`src/rtl/mod_reduce_257.sv`:
```
// Word-serial reducer: subtracts the modulus one word per cycle, up to MAX_PASS times.
// Optional MOD_REDUCE_BYPASS_EN adds in_bypass to pass the sum straight through.
module mod_reduce_257 #(
    parameter int WIDTH    = 256,
    parameter int WORD     = 64,
    parameter int MAX_PASS = 2
) (
    input  logic             clk,
    input  logic             rst_n,
    input  logic             in_valid,
    output logic             in_ready,
    input  logic [WIDTH:0]   in_sum,
    input  logic [WIDTH-1:0] in_mod,
`ifdef MOD_REDUCE_BYPASS_EN
    input  logic             in_bypass,
`endif
    output logic             out_valid,
    input  logic             out_ready,
    output logic [WIDTH-1:0] out_res,
    output logic             out_ovf
);

    localparam int NW = WIDTH / WORD;
    localparam int KW = (NW > 1) ? $clog2(NW) : 1;
    localparam int CW = $clog2(MAX_PASS + 1);
    localparam logic [KW-1:0] KLAST = KW'(NW - 1);
    localparam logic [CW-1:0] CMAX  = CW'(MAX_PASS);

    localparam logic [1:0] S_IDLE = 2'd0;
    localparam logic [1:0] S_RUN  = 2'd1;
    localparam logic [1:0] S_DONE = 2'd2;

    logic [1:0]       state;
    logic [WIDTH:0]   x;
    logic [WIDTH-1:0] m;
    logic [WIDTH-1:0] d;
    logic [KW-1:0]    k;
    logic             borrow;
    logic [CW-1:0]    sub_cnt;

    logic [WORD-1:0]  xw;
    logic [WORD-1:0]  mw;
    logic [WORD:0]    wd;
    logic [WIDTH-1:0] d_next;
    logic             bfin;
    logic             last;
    logic             ge;
    logic             bypass;

`ifdef MOD_REDUCE_BYPASS_EN
    assign bypass = in_bypass;
`else
    assign bypass = 1'b0;
`endif

    assign in_ready  = (state == S_IDLE);
    assign out_valid = (state == S_DONE);

    // One word of the running subtraction; the top bit of wd is the borrow out.
    always_comb begin
        xw     = x[k*WORD +: WORD];
        mw     = m[k*WORD +: WORD];
        wd     = {1'b0, xw} - {1'b0, mw} - {{WORD{1'b0}}, borrow};
        d_next = d;
        d_next[k*WORD +: WORD] = wd[WORD-1:0];
        bfin   = wd[WORD];
        last   = (k == KLAST);
        ge     = x[WIDTH] | ~bfin;
    end

    always_ff @(posedge clk or negedge rst_n) begin
        if (!rst_n) begin
            state   <= S_IDLE;
            x       <= '0;
            m       <= '0;
            d       <= '0;
            k       <= '0;
            borrow  <= 1'b0;
            sub_cnt <= '0;
            out_res <= '0;
            out_ovf <= 1'b0;
        end else begin
            unique case (1'b1)
                (state == S_IDLE): begin
                    if (in_valid) begin
                        x       <= in_sum;
                        m       <= in_mod;
                        k       <= '0;
                        borrow  <= 1'b0;
                        sub_cnt <= '0;
                        if (bypass) begin
                            state   <= S_DONE;
                            out_res <= in_sum[WIDTH-1:0];
                            out_ovf <= in_sum[WIDTH];
                        end else begin
                            state <= S_RUN;
                        end
                    end
                end
                (state == S_RUN): begin
                    d <= d_next;
                    if (!last) begin
                        k      <= k + 1'b1;
                        borrow <= bfin;
                    end else begin
                        k      <= '0;
                        borrow <= 1'b0;
                        if (!ge) begin
                            state   <= S_DONE;
                            out_res <= x[WIDTH-1:0];
                            out_ovf <= 1'b0;
                        end else if (sub_cnt < CMAX) begin
                            // top bit of X minus final borrow is a 1-bit XOR
                            x       <= {x[WIDTH] ^ bfin, d_next};
                            sub_cnt <= sub_cnt + 1'b1;
                        end else begin
                            state   <= S_DONE;
                            out_res <= x[WIDTH-1:0];
                            out_ovf <= 1'b1;
                        end
                    end
                end
                (state == S_DONE): begin
                    if (out_ready) state <= S_IDLE;
                end
                default: state <= S_IDLE;
            endcase
        end
    end

endmodule

```
`config.mk`:
```
export PLATFORM = sky130hd
export DESIGN_NAME = mod_reduce_257
export DESIGN_NICKNAME = d
export VERILOG_FILES = /design/src/rtl/mod_reduce_257.sv
export SDC_FILE = /design/constraint.sdc
export NUM_CORES = 2
export LEC_CHECK = 0
export BUFFER_PORTS_ARGS = -buffer_cell sky130_fd_sc_hd__buf_2
export CORE_MARGIN = 2
export CORE_UTILIZATION = 42
export CTS_BUF_LIST = sky130_fd_sc_hd__clkbuf_4 sky130_fd_sc_hd__clkbuf_8
export DETAILED_ROUTE_END_ITERATION = 8
export PLACE_DENSITY = 0.69
export SYNTH_ARGS = -nofsm -noshare
export SYNTH_HDL_FRONTEND = slang
export SYNTH_SLANG_ARGS = --single-unit
```
`constraint.sdc`:
```
create_clock -name clk -period 15.9 [get_ports clk]
set_input_delay 1.59 -clock clk [delete_from_list [all_inputs] [get_ports clk]]
set_output_delay 1.59 -clock clk [all_outputs]
set_load 0.02 [all_outputs]
```
# After elaboration in Yosys (flattened, before gate mapping)
# Index checks and enable logic that the tools add are counted.
[word_totals]
regBits = 1033
out_inout_bits = 259
[op_classes]
add_sub_neg = 5
n_lt_le_gt_ge = 1
eq_ne = 10
shifts = 4
muxes = 26
bitwise_logic = 3
n_reduce_logical = 7
[op_table]
columns = ["cell", "count"]
rows = [
  ["257-bit two-way mux", 4],
  ["257-bit case mux with 2 select lines", 1],
  ["256-bit two-way mux", 2],
  ["257-bit by 9-bit indexed part select with 64-bit output", 1],
  ["256-bit bitwise mux", 1],
  ["64-bit by 34-bit variable shift with 256-bit output, first input constant", 1],
  ["256-bit by 9-bit indexed part select with 64-bit output", 1],
  ["64-bit by 34-bit indexed part select with 256-bit output", 1],
  ["64-bit by 64-bit subtractor with 65-bit output", 1],
  ["65-bit by 1-bit subtractor with 65-bit output", 1],
  ["8-bit negator with 34-bit output", 1],
  ["2-bit two-way mux", 10],
  ["2-bit != test, second input constant", 4],
  ["2-bit case mux with 2 select lines", 2],
  ["2-bit case mux with 3 select lines", 1],
  ["5-bit AND reduction", 1],
  ["2-bit by 1-bit adder with 2-bit output, second input constant", 2],
  ["2-bit equality test, second input constant", 2],
  ["1-bit two-way mux", 4],
  ["2-bit by 1-bit != test with 1-bit output, second input constant", 2],
  ["2-bit AND reduction", 2],
  ["4-bit AND reduction", 1],
  ["3-bit != test, second input constant", 1],
  ["3-bit AND reduction", 1],
  ["8 further kinds", 8],
]

# Logic depth before layout (Yosys ltp)
[logic_depth]
ltp_word = 9
ltp_mapped = 30
mapped_depth_nobuf = 24

# Least setup slack after synthesis
# OpenSTA, ideal clock, no wires.
[synth_timing]
kind = "register -> register"
startpoint = "reg k[0]"
endpoint = "reg x[210]"
setup_time_ns = 0.135
arrival_time_ns = 6.200
slack_ns = 9.565
path_stages_with_launch = 28
path_buffers = 9
synth_period_minus_slack_ns = 6.335
cell_sequence = "dfrtp_1 buf_2 clkbuf_1 buf_1 mux4_2 ha_1 inv_1 ha_1 clkbuf_1 nand4_1 or3_1 nor4_1 nand3_1 o211ai_1 nand3_1 a21oi_1 nor2_1 xor2_1 ha_1 nor2_1 a31oi_1 or2_2 clkbuf_1 clkbuf_1 clkbuf_1 clkbuf_1 clkbuf_1 o21ai_0"
[synth_between]
elab_chain_len = 9
word_cells_on_any_way = 18
[synth_lines]
columns = ["element", "line", "source"]
rows = [
  ["from (decl)", "37", "logic [KW-1:0] k;"],
  ["from (signal assigned)", "103", "k <= k + 1'b1;"],
  ["257-bit by 9-bit indexed part select with 64-bit output / 256-bit by 9-bit indexed part select with 64-bit output (equally long branches)", "61, 62", ""],
  ["64-bit by 64-bit subtractor with 65-bit output", "63", "wd = {1'b0, xw} - {1'b0, mw} - {{WORD{1'b0}}, borrow};"],
  ["65-bit by 1-bit subtractor with 65-bit output", "63", ""],
  ["64-bit by 34-bit indexed part select with 256-bit output", "65", "d_next[k*WORD +: WORD] = wd[WORD-1:0];"],
  ["256-bit bitwise mux", "65", ""],
  ["257-bit two-way mux", "112", "end else if (sub_cnt < CMAX) begin"],
  ["257-bit two-way mux", "108", "if (!ge) begin"],
  ["257-bit two-way mux", "102", "if (!last) begin"],
  ["257-bit case mux with 2 select lines", "83", "unique case (1'b1)"],
  ["to (signal assigned)", "86", "x <= in_sum;"],
  ["to (signal assigned)", "114", "x <= {x[WIDTH] ^ bfin, d_next};"],
  ["to (decl)", "34", "logic [WIDTH:0] x;"],
]
# Several ways; a longest one is shown, not always the timed one. The select of a mux whose other input is x is not followed.
# A chain may end at the register's enable or synchronous reset.

==> results.cfg <==
[finish]
nets = 6154
drive_gt1_frac = 0.281
n_fill_cell = 11000
synthToLayoutAreaGrowth_pct = 17.9

[global_route]
overflow = 0
grt_pass1_wl_um = 276000
antenna_found_initial = 65
first_global_vias = 42100
track_usage = 0.304
grt_max_degree = 192

[worst_setup_path]
rr_endpoint = m[134]
r2r_start = k[0]
cp_max_fo = 107
endpoint_kind = register
critPathKind = register to register
crit_arrival_ps = 9770
required_ps = 16750
critPathLaunchType = register
r2r_cells = 25
reg2reg_slack_ps = 6970

[detailed_routing]
via_count = 42800
drt_iter0_markers = 4345
ant_nets = 0
wire_per_inst_um = 26.0
drt_wl_total_um = 189000
vias_per_cell = 5.87
route.detailed.drc = 0
drt_first_pass_iters = 5

[synth]
synth_async_sr_flop_share = 1.00
synth_cells = 4870
synth.cell_area_um2 = 50500
synth-edff-count = 0
synth_area_leaders = dfrtp_1, nand2_1, mux2_2
ys_warn_count = 0
synth.largest_area_cell = dfrtp_1
syn-num-nets = 5520
yosys.area.top_type_share = 0.511
synth-seq-cells = 1033
ys_seq_area_frac = 0.511
synth_ff_type = dfrtp_1
synth_area_per_cell_um2 = 10.4
synth.distinct_cells = 77

[timing]
rsz0062_at_grt = no
worst_slew_pin_slew_ps = 1360
fmax_ghz = 0.112
relSlewSlack = 0.0886
hold_viol = 0
finalSetupTns_ps = 0
min_period_ps = 8930
min_period_over_period = 0.561
clock_skew_ps = 61.3
setup_viol = 0
final_max_slew_viol_count = 0

[placement]
gp_congestion = 0.929
hpwl_um = 129000
port_buffers = 775

[hold_path]
hold_end = m[129]
min-delay-start = m[129]
worstHoldPathCells = 2
hold_path_class = register to register

[floorplan]
core_area_um2 = 120000
dieWidth_um = 351
num_rows = 127
start_util = 0.422
die_area_um2 = 123000
chipHeight_um = 351
io_pins = 776

[clock_network]
cts_max_path_buffers = 3
cts_sinks = 1033
cts_root_buffer = clkbuf_8
hold_buffers = 0
cts_buffers = 176
clkTransAtPathRegs_ps = 60
cts_tree = built
worstSkewPairLatency_ps = 940
postCtsSetupRepairBufs = 0
cts_resized = 0
htree_levels = 4

[status]
status = finished clean

[flow_run]
timing.max_cap.violations = 0
state kept, by name, indices dropped and copies added, names as in the netlist:
register	flops
x	257
d	256
m	256
out_res	256
k	2
state	2
sub_cnt	2
borrow	1
out_ovf	1
final cells by class:
cell class,count,area (um2),share of cell area
sequential,1033,25900,0.434
multi-input combinational,3245,22600,0.379
timing repair buffer,831,4330,0.0727
clock buffer,277,3440,0.0577
tap,1612,2020,0.0338
inverter,217,820,0.0138
clock inverter,41,465,0.00781
antenna,27,67.6,0.00113
how the worst max path moves through the flow:
stage | from | to | slack [ps] | cells after the start
after floorplan | k[0] | x[210] | 9570 | 27
after global placement | k[0] | m[81] | 7220 | 26
after detailed placement | k[0] | m[134] | 7030 | 25
after CTS | k[0] | m[134] | 6930 | 25
after global routing | k[0] | m[134] | 6250 | 25
final | k[0] | m[134] | 6970 | 25
through the flow:
step / util / std cells / hold slack, ps / setup slack [ps] / instance area (um2)
2_1_floorplan: - / 4870 / 440 / 9570 / 50500
3_3_place_gp: 0.465 / 6938 / 453 / 7220 / 55600
3_5_place_dp: 0.465 / 6938 / 457 / 7030 / 55600
4_1_cts: 0.497 / 7256 / 472 / 6930 / 59500
5_1_grt: 0.498 / 7274 / 488 / 6250 / 59600
6_report: 0.498 / 7283 / 467 / 6970 / 59600
cells by family after synthesis:
family / share of synthesized area
AO/OA/AOI/OAI: 0.153
XOR/XNOR: 0.0105
buffers and inverters: 0.0443
flip-flops: 0.511
adder cells (fa/ha/maj): 0.0332
multiplexers: 0.116
AND/OR/NAND/NOR: 0.131
routing by layer:
metal	track usage	wire length, um	part of all wire	vias up
li1	-	-	-	18600
met1	0.412	78300	0.41	21500
met2	0.454	85300	0.45	2142
met3	0.0856	18300	0.096	457
met4	0.135	7160	0.038	66
met5	0	409	0.0022	-
critical path: stages, from the launching register on:
cell      delay, ps
dfrtp_4         650
buf_4           650
buf_4           850
mux4_2          620
inv_1            90
ha_1            140
inv_1            40
ha_1            400
nand4_1         190
or3_1           450
nor4_1          330
nand3_1         120
o211ai_1        240
nand3_1         130
a21oi_1         380
nor2_1          110
xor2_1          160
ha_1            210
nor2_1          140
a31oi_1         160
or2_4           570
nor2_4          240
buf_4           480
buf_4           900
nand2_1         180
nand2_1         110
synthesized netlist by cell type (all sizes together), types with 4 or more instances:
| cell | count |
|---|---|
| o32ai | 4 |
| or4 | 4 |
| buf | 36 |
| o21a | 16 |
| o31ai | 9 |
| inv | 217 |
| o21bai | 12 |
| o31a | 4 |
| a31oi | 10 |
| a21o | 41 |
| nor4 | 8 |
| nand4 | 23 |
| a211oi | 28 |
| a21boi | 6 |
| a21oi | 142 |
| xor2 | 21 |
| a22o | 221 |
| dfrtp | 1033 |
| o211ai | 26 |
| or3 | 7 |
| mux2 | 256 |
| and4 | 7 |
| or2 | 5 |
| nor3 | 191 |
| o21ai | 316 |
| nor2 | 215 |
| mux4 | 128 |
| mux2i | 10 |
| nand2b | 11 |
| nand2 | 1012 |
| a221o | 93 |
| clkbuf | 339 |
| o221ai | 22 |
| nor2b | 7 |
| a221oi | 109 |
| nand3 | 19 |
| a32oi | 5 |
| o22ai | 5 |
| and3 | 61 |
| xnor2 | 36 |
| ha | 131 |
placed cells by master (no fill, tap or decap), drive strengths merged, types with 12 or more instances in the layout:
master / instances
dfrtp: 1033
nand2: 1012
buf: 831
o21ai: 316
clkbuf: 277
mux2: 256
a22o: 221
inv: 221
nor2: 215
nor3: 191
a21oi: 142
ha: 131
mux4: 128
a221oi: 109
a221o: 93
and3: 61
a21o: 41
xnor2: 36
a211oi: 28
diode: 27
o211ai: 26
clkinv: 25
nand4: 23
o221ai: 22
xor2: 21
nand3: 19
o21a: 16
o21bai: 12
Power is left out: the tool's default activity adds up to more than one toggle a clock period on the data nets, which glitch-free logic cannot reach.
